**src/rtl/carregador_instrucoes_pkg.sv**
```systemverilog
// ============================================================================
// Module : carregador_instrucoes_pkg
// Brief  : Shared widths, frame constants and loader state encoding.
// Rev    : 1.0
// ============================================================================
`default_nettype none

package carregador_instrucoes_pkg;

    localparam int LARGURA_DADO     = 8;
    localparam int LARGURA_END      = 8;
    localparam int LARGURA_CONTAGEM = LARGURA_END + 1;

    // A TAMANHO field of zero stands for a full 256-word frame.
    localparam logic [LARGURA_DADO-1:0]     TAMANHO_CODIGO_MAXIMO = 8'h00;
    localparam logic [LARGURA_CONTAGEM-1:0] TAMANHO_MAXIMO        = 9'd256;
    localparam logic [LARGURA_DADO-1:0]     SOMA_VALIDA           = 8'h00;

    typedef enum logic [2:0] {
        OCIOSO   = 3'd0,
        ENDERECO = 3'd1,
        TAMANHO  = 3'd2,
        DADOS    = 3'd3,
        CHECKSUM = 3'd4
    } estado_t;

endpackage

`default_nettype wire

```
**src/rtl/carregador_instrucoes_contador_timeout.sv**
```systemverilog
// ============================================================================
// Module : contador_timeout
// Brief  : Inter-byte idle counter with clear, enable and expiry flag.
// Rev    : 1.0
// ============================================================================
`default_nettype none

module contador_timeout #(
    parameter int TIMEOUT_CICLOS = 1024
) (
    input  logic clk,
    input  logic rst_n,
    input  logic limpar_i,
    input  logic habilitar_i,
    output logic expirou_o
);

    localparam int                 LARGURA = $clog2(TIMEOUT_CICLOS);
    localparam logic [LARGURA-1:0] LIMITE  = LARGURA'(TIMEOUT_CICLOS - 1);

    logic [LARGURA-1:0] contagem_q;
    logic [LARGURA-1:0] contagem_d;

    assign expirou_o = (contagem_q == LIMITE);

    always_comb begin
        contagem_d = contagem_q;
        if (limpar_i) begin
            contagem_d = '0;
        end else if (habilitar_i && !expirou_o) begin
            contagem_d = contagem_q + LARGURA'(1);
        end
    end

    always_ff @(posedge clk or negedge rst_n) begin
        if (!rst_n) begin
            contagem_q <= '0;
        end else begin
            contagem_q <= contagem_d;
        end
    end

endmodule

`default_nettype wire

```
**src/rtl/carregador_instrucoes.sv**
```systemverilog
// ============================================================================
// Module : carregador_instrucoes
// Brief  : Framed byte-stream loader for the 256x8 instruction memory write port.
// Rev    : 1.0
// ============================================================================
`default_nettype none

module carregador_instrucoes
    import carregador_instrucoes_pkg::*;
#(
    parameter int TIMEOUT_CICLOS = 1024
) (
    input  logic                    clk,
    input  logic                    rst_n,
    input  logic                    inicio_i,
    input  logic [LARGURA_DADO-1:0] byte_entrada_i,
    input  logic                    byte_valido_i,
    output logic                    byte_aceito_o,
    output logic                    wr_enable_o,
    output logic [LARGURA_END-1:0]  wr_endereco_o,
    output logic [LARGURA_DADO-1:0] wr_dado_o,
    output logic                    cpu_parado_o,
    output logic                    ocupado_o,
    output logic                    concluido_o,
    output logic                    erro_checksum_o,
    output logic                    erro_timeout_o
);

    estado_t                     estado_q, estado_d;
    logic [LARGURA_END-1:0]      ponteiro_q, ponteiro_d;
    logic [LARGURA_CONTAGEM-1:0] contagem_q, contagem_d;
    logic [LARGURA_DADO-1:0]     soma_q, soma_d;
    logic                        wr_enable_q, wr_enable_d;
    logic [LARGURA_END-1:0]      wr_endereco_q, wr_endereco_d;
    logic [LARGURA_DADO-1:0]     wr_dado_q, wr_dado_d;
    logic                        concluido_q, concluido_d;
    logic                        erro_checksum_q, erro_checksum_d;
    logic                        erro_timeout_q, erro_timeout_d;

    logic                        w_recebendo;
    logic                        w_transferencia;
    logic [LARGURA_DADO-1:0]     w_soma_mais_byte;
    logic                        w_limpar_timeout;
    logic                        w_expirou;

    // Every non-idle state is a receiving state, so readiness is a pure state decode.
    assign w_recebendo      = (estado_q != OCIOSO);
    assign w_transferencia  = w_recebendo && byte_valido_i;
    assign w_soma_mais_byte = soma_q + byte_entrada_i;

    assign byte_aceito_o   = w_recebendo;
    assign cpu_parado_o    = w_recebendo;
    assign ocupado_o       = w_recebendo;
    assign wr_enable_o     = wr_enable_q;
    assign wr_endereco_o   = wr_endereco_q;
    assign wr_dado_o       = wr_dado_q;
    assign concluido_o     = concluido_q;
    assign erro_checksum_o = erro_checksum_q;
    assign erro_timeout_o  = erro_timeout_q;

    contador_timeout #(
        .TIMEOUT_CICLOS (TIMEOUT_CICLOS)
    ) u_contador_timeout (
        .clk         (clk),
        .rst_n       (rst_n),
        .limpar_i    (w_limpar_timeout),
        .habilitar_i (w_recebendo),
        .expirou_o   (w_expirou)
    );

    always_comb begin
        estado_d         = estado_q;
        ponteiro_d       = ponteiro_q;
        contagem_d       = contagem_q;
        soma_d           = soma_q;
        wr_enable_d      = 1'b0;
        wr_endereco_d    = wr_endereco_q;
        wr_dado_d        = wr_dado_q;
        concluido_d      = 1'b0;
        erro_checksum_d  = erro_checksum_q;
        erro_timeout_d   = erro_timeout_q;
        w_limpar_timeout = 1'b0;

        if (estado_q == OCIOSO) begin
            if (inicio_i) begin
                estado_d         = ENDERECO;
                erro_checksum_d  = 1'b0;
                erro_timeout_d   = 1'b0;
                soma_d           = '0;
                w_limpar_timeout = 1'b1;
            end
        end else if (w_transferencia) begin
            // A byte arriving on the expiry cycle still counts; it beats the timeout.
            w_limpar_timeout = 1'b1;
            soma_d           = w_soma_mais_byte;
            case (estado_q)
                ENDERECO: begin
                    ponteiro_d = byte_entrada_i;
                    soma_d     = byte_entrada_i;
                    estado_d   = TAMANHO;
                end
                TAMANHO: begin
                    contagem_d = (byte_entrada_i == TAMANHO_CODIGO_MAXIMO) ?
                                 TAMANHO_MAXIMO : {1'b0, byte_entrada_i};
                    estado_d   = DADOS;
                end
                DADOS: begin
                    wr_enable_d   = 1'b1;
                    wr_endereco_d = ponteiro_q;
                    wr_dado_d     = byte_entrada_i;
                    ponteiro_d    = ponteiro_q + LARGURA_END'(1);
                    contagem_d    = contagem_q - LARGURA_CONTAGEM'(1);
                    if (contagem_q == LARGURA_CONTAGEM'(1)) begin
                        estado_d = CHECKSUM;
                    end
                end
                CHECKSUM: begin
                    if (w_soma_mais_byte == SOMA_VALIDA) begin
                        concluido_d = 1'b1;
                    end else begin
                        erro_checksum_d = 1'b1;
                    end
                    estado_d = OCIOSO;
                end
                default: begin
                    estado_d = OCIOSO;
                end
            endcase
        end else if (w_expirou) begin
            erro_timeout_d = 1'b1;
            estado_d       = OCIOSO;
        end
    end

    always_ff @(posedge clk or negedge rst_n) begin
        if (!rst_n) begin
            estado_q        <= OCIOSO;
            ponteiro_q      <= '0;
            contagem_q      <= '0;
            soma_q          <= '0;
            wr_enable_q     <= 1'b0;
            wr_endereco_q   <= '0;
            wr_dado_q       <= '0;
            concluido_q     <= 1'b0;
            erro_checksum_q <= 1'b0;
            erro_timeout_q  <= 1'b0;
        end else begin
            estado_q        <= estado_d;
            ponteiro_q      <= ponteiro_d;
            contagem_q      <= contagem_d;
            soma_q          <= soma_d;
            wr_enable_q     <= wr_enable_d;
            wr_endereco_q   <= wr_endereco_d;
            wr_dado_q       <= wr_dado_d;
            concluido_q     <= concluido_d;
            erro_checksum_q <= erro_checksum_d;
            erro_timeout_q  <= erro_timeout_d;
        end
    end

endmodule

`default_nettype wire

```
**config.mk**
```make
export PLATFORM = sky130hd
export DESIGN_NAME = carregador_instrucoes
export DESIGN_NICKNAME = d
export VERILOG_FILES = /design/src/rtl/carregador_instrucoes_pkg.sv /design/src/rtl/carregador_instrucoes_contador_timeout.sv /design/src/rtl/carregador_instrucoes.sv
export SDC_FILE = /design/constraint.sdc
export NUM_CORES = 1
export LEC_CHECK = 0
export CAP_MARGIN = 20
export CELL_PAD_IN_SITES_DETAIL_PLACEMENT = 1
export CELL_PAD_IN_SITES_GLOBAL_PLACEMENT = 1
export CORE_MARGIN = 2
export CORE_UTILIZATION = 36
export DETAILED_ROUTE_END_ITERATION = 10
export GPL_ROUTABILITY_DRIVEN = 0
export GPL_TIMING_DRIVEN = 1
export PLACE_DENSITY = 0.64
export SETUP_SLACK_MARGIN = 0.5
export SYNTH_ARGS = -nofsm -noshare
export SYNTH_HDL_FRONTEND = slang
export SYNTH_SLANG_ARGS = --single-unit
```
**constraint.sdc**
```tcl
create_clock -name clk -period 3.9 [get_ports clk]
set_input_delay 0.585 -clock clk [delete_from_list [all_inputs] [get_ports clk]]
set_output_delay 0.585 -clock clk [all_outputs]
set_load 0.005 [all_outputs]
```
After elaboration in Yosys (flattened, before gate mapping)
Index checks and enable logic that the tools add are counted.
{"block": "totals", "elab_cells": 80, "reg_bits": 58, "inputBits": 12, "output_inout_bits": 23}
{"block": "classes", "bitwise": 1, "eq_ne": 10, "addsub": 4, "muxes": 33, "n_reduce_logical": 21}
{"op": "$mux W8", "count": 4}
{"op": "$mux W10", "count": 2}
{"op": "$mux W1", "count": 18}
{"op": "$pmux W9 S2", "count": 1}
{"op": "$logic_not A8 Y1", "count": 2}
{"op": "$pmux W8 S2", "count": 1}
{"op": "$mux W3", "count": 5}
{"op": "$reduce_and A3 Y1", "count": 5}
{"op": "$reduce_bool A2 Y1", "count": 6}
{"op": "$add A10 B1 Y10 const B", "count": 1}
{"op": "$eq A10 B10 Y1 const B", "count": 1}
{"op": "$eq A9 B1 Y1 const B", "count": 1}
{"op": "$mux W9", "count": 1}
{"op": "$pmux W3 S3", "count": 1}
{"op": "$sub A9 B1 Y9 const B", "count": 1}
{"op": "$add A8 B1 Y8 const B", "count": 1}
{"op": "$add A8 B8 Y8", "count": 1}
{"op": "$eq A3 B2 Y1 const B", "count": 2}
{"op": "$reduce_bool A3 Y1", "count": 2}
{"op": "$ne A2 B2 Y1 const B", "count": 2}
{"op": "$ne A4 B4 Y1 const B", "count": 1}
{"op": "$reduce_and A4 Y1", "count": 1}
{"op": "$eq A3 B1 Y1 const B", "count": 1}
{"op": "$eq A3 B3 Y1 const B", "count": 1}
{"op": "other kinds (6)", "count": 7}

Logic depth before layout (Yosys ltp)
{"block": "logic_depth", "word_depth": 6, "depth_mapped": 8, "mapped_depth_nobuf": 7}

Modules after synthesis
A second synthesis with hierarchy kept.
{"block": "hier_totals", "cells_unflattened": 370, "hier_area_um2": 3294.4}
{"mod": "carregador_instrucoes", "cells_each": 314, "seq_area_each_um2": 1201.2, "area_each_um2": 2728.9, "instances": 1}
{"mod": "contador_timeout", "cells_each": 56, "seq_area_each_um2": 250.2, "area_each_um2": 565.5, "instances": 1}

Worst setup path after synthesis
OpenSTA, ideal clock, no wires.
{"block": "synth_timing", "path_type": "input port to flip-flop", "from": "input port byte_entrada_i[0]", "to": "register concluido_q (netlist: concluido_o)", "path_stages": 7, "t_required_ns": 3.832, "t_arrival_ns": 2.254, "path_slack_ns": 1.578, "cell_sequence": "ha_1 > fa_1 > a211oi_2 > o21ba_1 > o221ai_2 > nor4_2 > and4_1"}
{"block": "synth_via", "elab_chain_len": 6}
{"item": "start: declaration", "line": "carregador_instrucoes.sv:16", "rtl": "input logic [LARGURA_DADO-1:0] byte_entrada_i,"}
{"item": "$add A8 B8 Y8", "line": "carregador_instrucoes.sv:49", "rtl": "assign w_soma_mais_byte = soma_q + byte_entrada_i;"}
{"item": "$logic_not A8 Y1", "line": "carregador_instrucoes.sv:118", "rtl": "if (w_soma_mais_byte == SOMA_VALIDA) begin"}
{"item": "$mux W1", "line": "carregador_instrucoes.sv:118"}
{"item": "$mux W1", "line": "carregador_instrucoes.sv:96", "rtl": "case (estado_q)"}
{"item": "$mux W1", "line": "carregador_instrucoes.sv:92", "rtl": "end else if (w_transferencia) begin"}
{"item": "$mux W1", "line": "carregador_instrucoes.sv:84", "rtl": "if (estado_q == OCIOSO) begin"}
{"item": "named net concluido_d", "line": "carregador_instrucoes.sv:36", "rtl": "logic concluido_q, concluido_d;"}
{"item": "end signal: assignment", "line": "carregador_instrucoes.sv:155", "rtl": "concluido_q <= concluido_d;"}
{"item": "end: declaration", "line": "carregador_instrucoes.sv:36"}
The timed path passes the listed nets, and every way through them passes these cells.
A chain may end at the register's enable or synchronous reset.

Worst setup path after layout
Same ends and word-level chain as after synthesis.

==> flow_summary.ini <==
[worst_setup_path]
cp.depth = 8
crit_end = concluido_o
rrSetupSlack_ps = 1600
end_kind = flip-flop
path_cells = clkdlybuf4s50_1, ha_1, fa_1, a211oi_2, o21ba_1, o221ai_2, nor4_2, and4_1
r2r_end = concluido_o
path_max_fanout = 6
cp.buffers_inverters = 1
crit_family = adder cells
cp_slowest_cell = clkdlybuf4s50_1
r2r-start = soma_q[0]
reg2regPathDepth = 7
cp.required_ps = 4180
crit_path_start = byte_entrada_i[0]
crit_arrival_ps = 3080
crit_path_start_kind = primary input
worst-setup-path-type = primary input to flip-flop
critPathMaxStageDelay_ps = 550

[worst_hold_path]
worstHoldPathType = primary input to async pin

[grt]
grt_usage = 0.198
grt_pass1_vias = 2953
grt_pass1_wl_microns = 15100
overflow = 0
antenna_found_initial = 0
grt_max_degree = 31

[placement]
dpl.hpwl_microns = 6340
place_ws_ps = 752
placed_area_sq_um = 3700
io_buffers = 34

[cts]
cts_tree = done
cts_root_buf = clkbuf_8
clk-insertion-delay-late_ps = 340
cts.sinks = 58
htreeDepth = 3
postCtsHoldBufs = 0
path_clk_slew_ps = 70
clock_path_buffers = 2
post-cts-setup-buffers = 0
cts_resized = 0
cts_made_buffers = 9

[power_and_ir_drop]
p_sw_frac = 0.415
powerDensity_nw_per_um2 = 723
sequentialPowerShare = 0.370
p_leak_nw = 1.69
finalPower_mw = 2.79
ir_drop_mv = 0.261
combPwrFrac = 0.458
clockPowerShare = 0.171
p_int_mw = 1.63
netSwitchingPower_mw = 1.16

[synthesis]
async_flop_share = 1.00
synth_top_area_frac = 0.442
yosys_most_used_dff = dfrtp_1
synth_area_per_cell_sq_um = 9.07
ys_warn_count = 0
yosys.cell_types.count = 62
synth.area.top_cells = dfrtp_1 (44%), nand2_1 (8.9%), ha_1 (4.2%), a21oi_1 (4.0%), nor2_1 (2.6%)
ys_ff_latch = 58
synth_most_common_cell = nand2_1
synth_nets = 386
yosysTopAreaCell = dfrtp_1
synth_edf_count = 0
synth_commonest_cells = nand2_1 (78), dfrtp_1 (58), a21oi_1 (26), nor2_1 (23), o21ai_0 (12)
synthCells = 362
yosysSeqAreaShare = 0.442
synth.cell_area_sq_um = 3280

[timing]
fin_crit_ps = 2800
slew_violations = 0
fin_setup_tns_ps = 0
worst_pin_slew_ps = 723
skew_ps = 7.93
maxSlewHeadroom = 0.518
min_period_over_period = 0.718
max_freq_mhz = 357
rsz0062_at_grt = false
worst_slack_ps = 1100
setup_viol = 0
hold_viol = 0

[routing]
via_per_inst = 5.47
drt_pass1_iterations = 4
first_iter_violations = 95
antenna_left = 0
drc = 0
routed_wirelength_microns = 9000
routedWlPerCell_microns = 17.7
vias = 2775

[finish]
stdcell_area_sq_um = 3860
fin_util = 0.440
drive_gt1_frac = 0.0927
antennaDiodeCount = 0
syn_to_final_growth_pct = 17.5
final_nets = 419

[die]
fp.dieH_microns = 99.5
ios = 35
die_w_microns = 99.5
rows = 34
initial_utilization = 0.375
die_area_sq_um = 9900
coreArea_sq_um = 8760

[status]
status = finished clean

[flow_run]
maxCapViolations = 0
## per-stage QoR
step	std cells	hold slack, ps
after global placement	492	457
after detailed placement	492	470
after CTS	507	313
final	507	296
after global routing	507	341
after floorplan	362	289
## routing by layer
| metal | vias to the layer above | wire length, microns | global-route usage |
|---|---|---|---|
| li1 | 1342 | - | - |
| met1 | 1382 | 4200 | 0.259 |
| met2 | 36 | 4380 | 0.327 |
| met3 | 15 | 207 | 0.0274 |
| met4 | 0 | 205 | 0.0843 |
| met5 | - | 0 | 0 |
## flip-flops by register name, summed over array words and instances (netlist names), 3 cells and up
name	flops
u_contador_timeout.contagem_q	10
wr_dado_o	8
contagem_q	9
soma_q	8
estado_q	3
wr_endereco_o	8
ponteiro_q	8
## worst min path at each step
stage	start	end	slack, ps	cells after the start
6_report	rst_n	wr_endereco_o[6]	300	1
5_1_grt	rst_n	wr_endereco_o[4]	340	1
4_1_cts	rst_n	wr_dado_o[3]	310	1
3_5_place_dp	wr_endereco_o[6]	wr_endereco_o[6]	470	2
3_3_place_gp	wr_dado_o[3]	wr_dado_o[3]	460	2
2_1_floorplan	rst_n	concluido_o	290	0
## worst register-to-register path: cells and delay by family (launching register included)
kind | cells | cell delay (ps)
compound gates | 3 | 660
fa+ha+maj | 2 | 680
flops | 1 | 380
simple gates | 2 | 530
## placed cells by master (no fill, tap or decap), types with 3 or more instances in the layout
cell,instances
and3_1,5
nor3_1,11
nand4_1,3
buf_4,4
ha_1,11
clkinv_2,4
o211ai_1,4
nor2_1,23
clkbuf_8,9
xnor2_1,3
clkdlybuf4s50_1,33
dfrtp_1,58
or3_1,3
o221ai_1,3
and2_1,5
mux2i_1,6
nand3_1,11
a21oi_1,26
a22o_1,3
o21ai_0,12
nand2_1,78
o21ai_1,11
o31ai_1,4
inv_1,9
xor2_1,8
nand2b_1,4
## area by class of cell
class | instances | area (sq um)
Multi-Input combinational cell | 278 | 1710
Timing Repair Buffer | 38 | 365
Fill cell | 1029 | 4910
Tap cell | 108 | 135
Clock buffer | 9 | 124
Inverter | 10 | 37.5
Clock inverter | 6 | 35.0
Sequential cell | 58 | 1450
## power by group through the flow
stage | clock [mW] | sequential [mW] | combinational, mW
3_5_place_dp | 0 | 1.05 | 1.29
2_1_floorplan | 0 | 0.979 | 0.879
6_report | 0.478 | 1.03 | 1.28
5_1_grt | 0.521 | 1.07 | 1.45
4_1_cts | 0.496 | 1.04 | 1.30
3_3_place_gp | 0 | 1.04 | 1.25
## kinds of logic after synthesis
family	count (synthesis)	synth area share
adder cells (fa/ha/maj)	12	0.0480
XOR/XNOR	11	0.0293
multiplexers	7	0.0217
AO/OA/AOI/OAI	84	0.175
flip-flops	58	0.442
buffers and inverters	26	0.0377
AND/OR/NAND/NOR	164	0.247
Note: power is estimated with default switching activity, not from simulation.
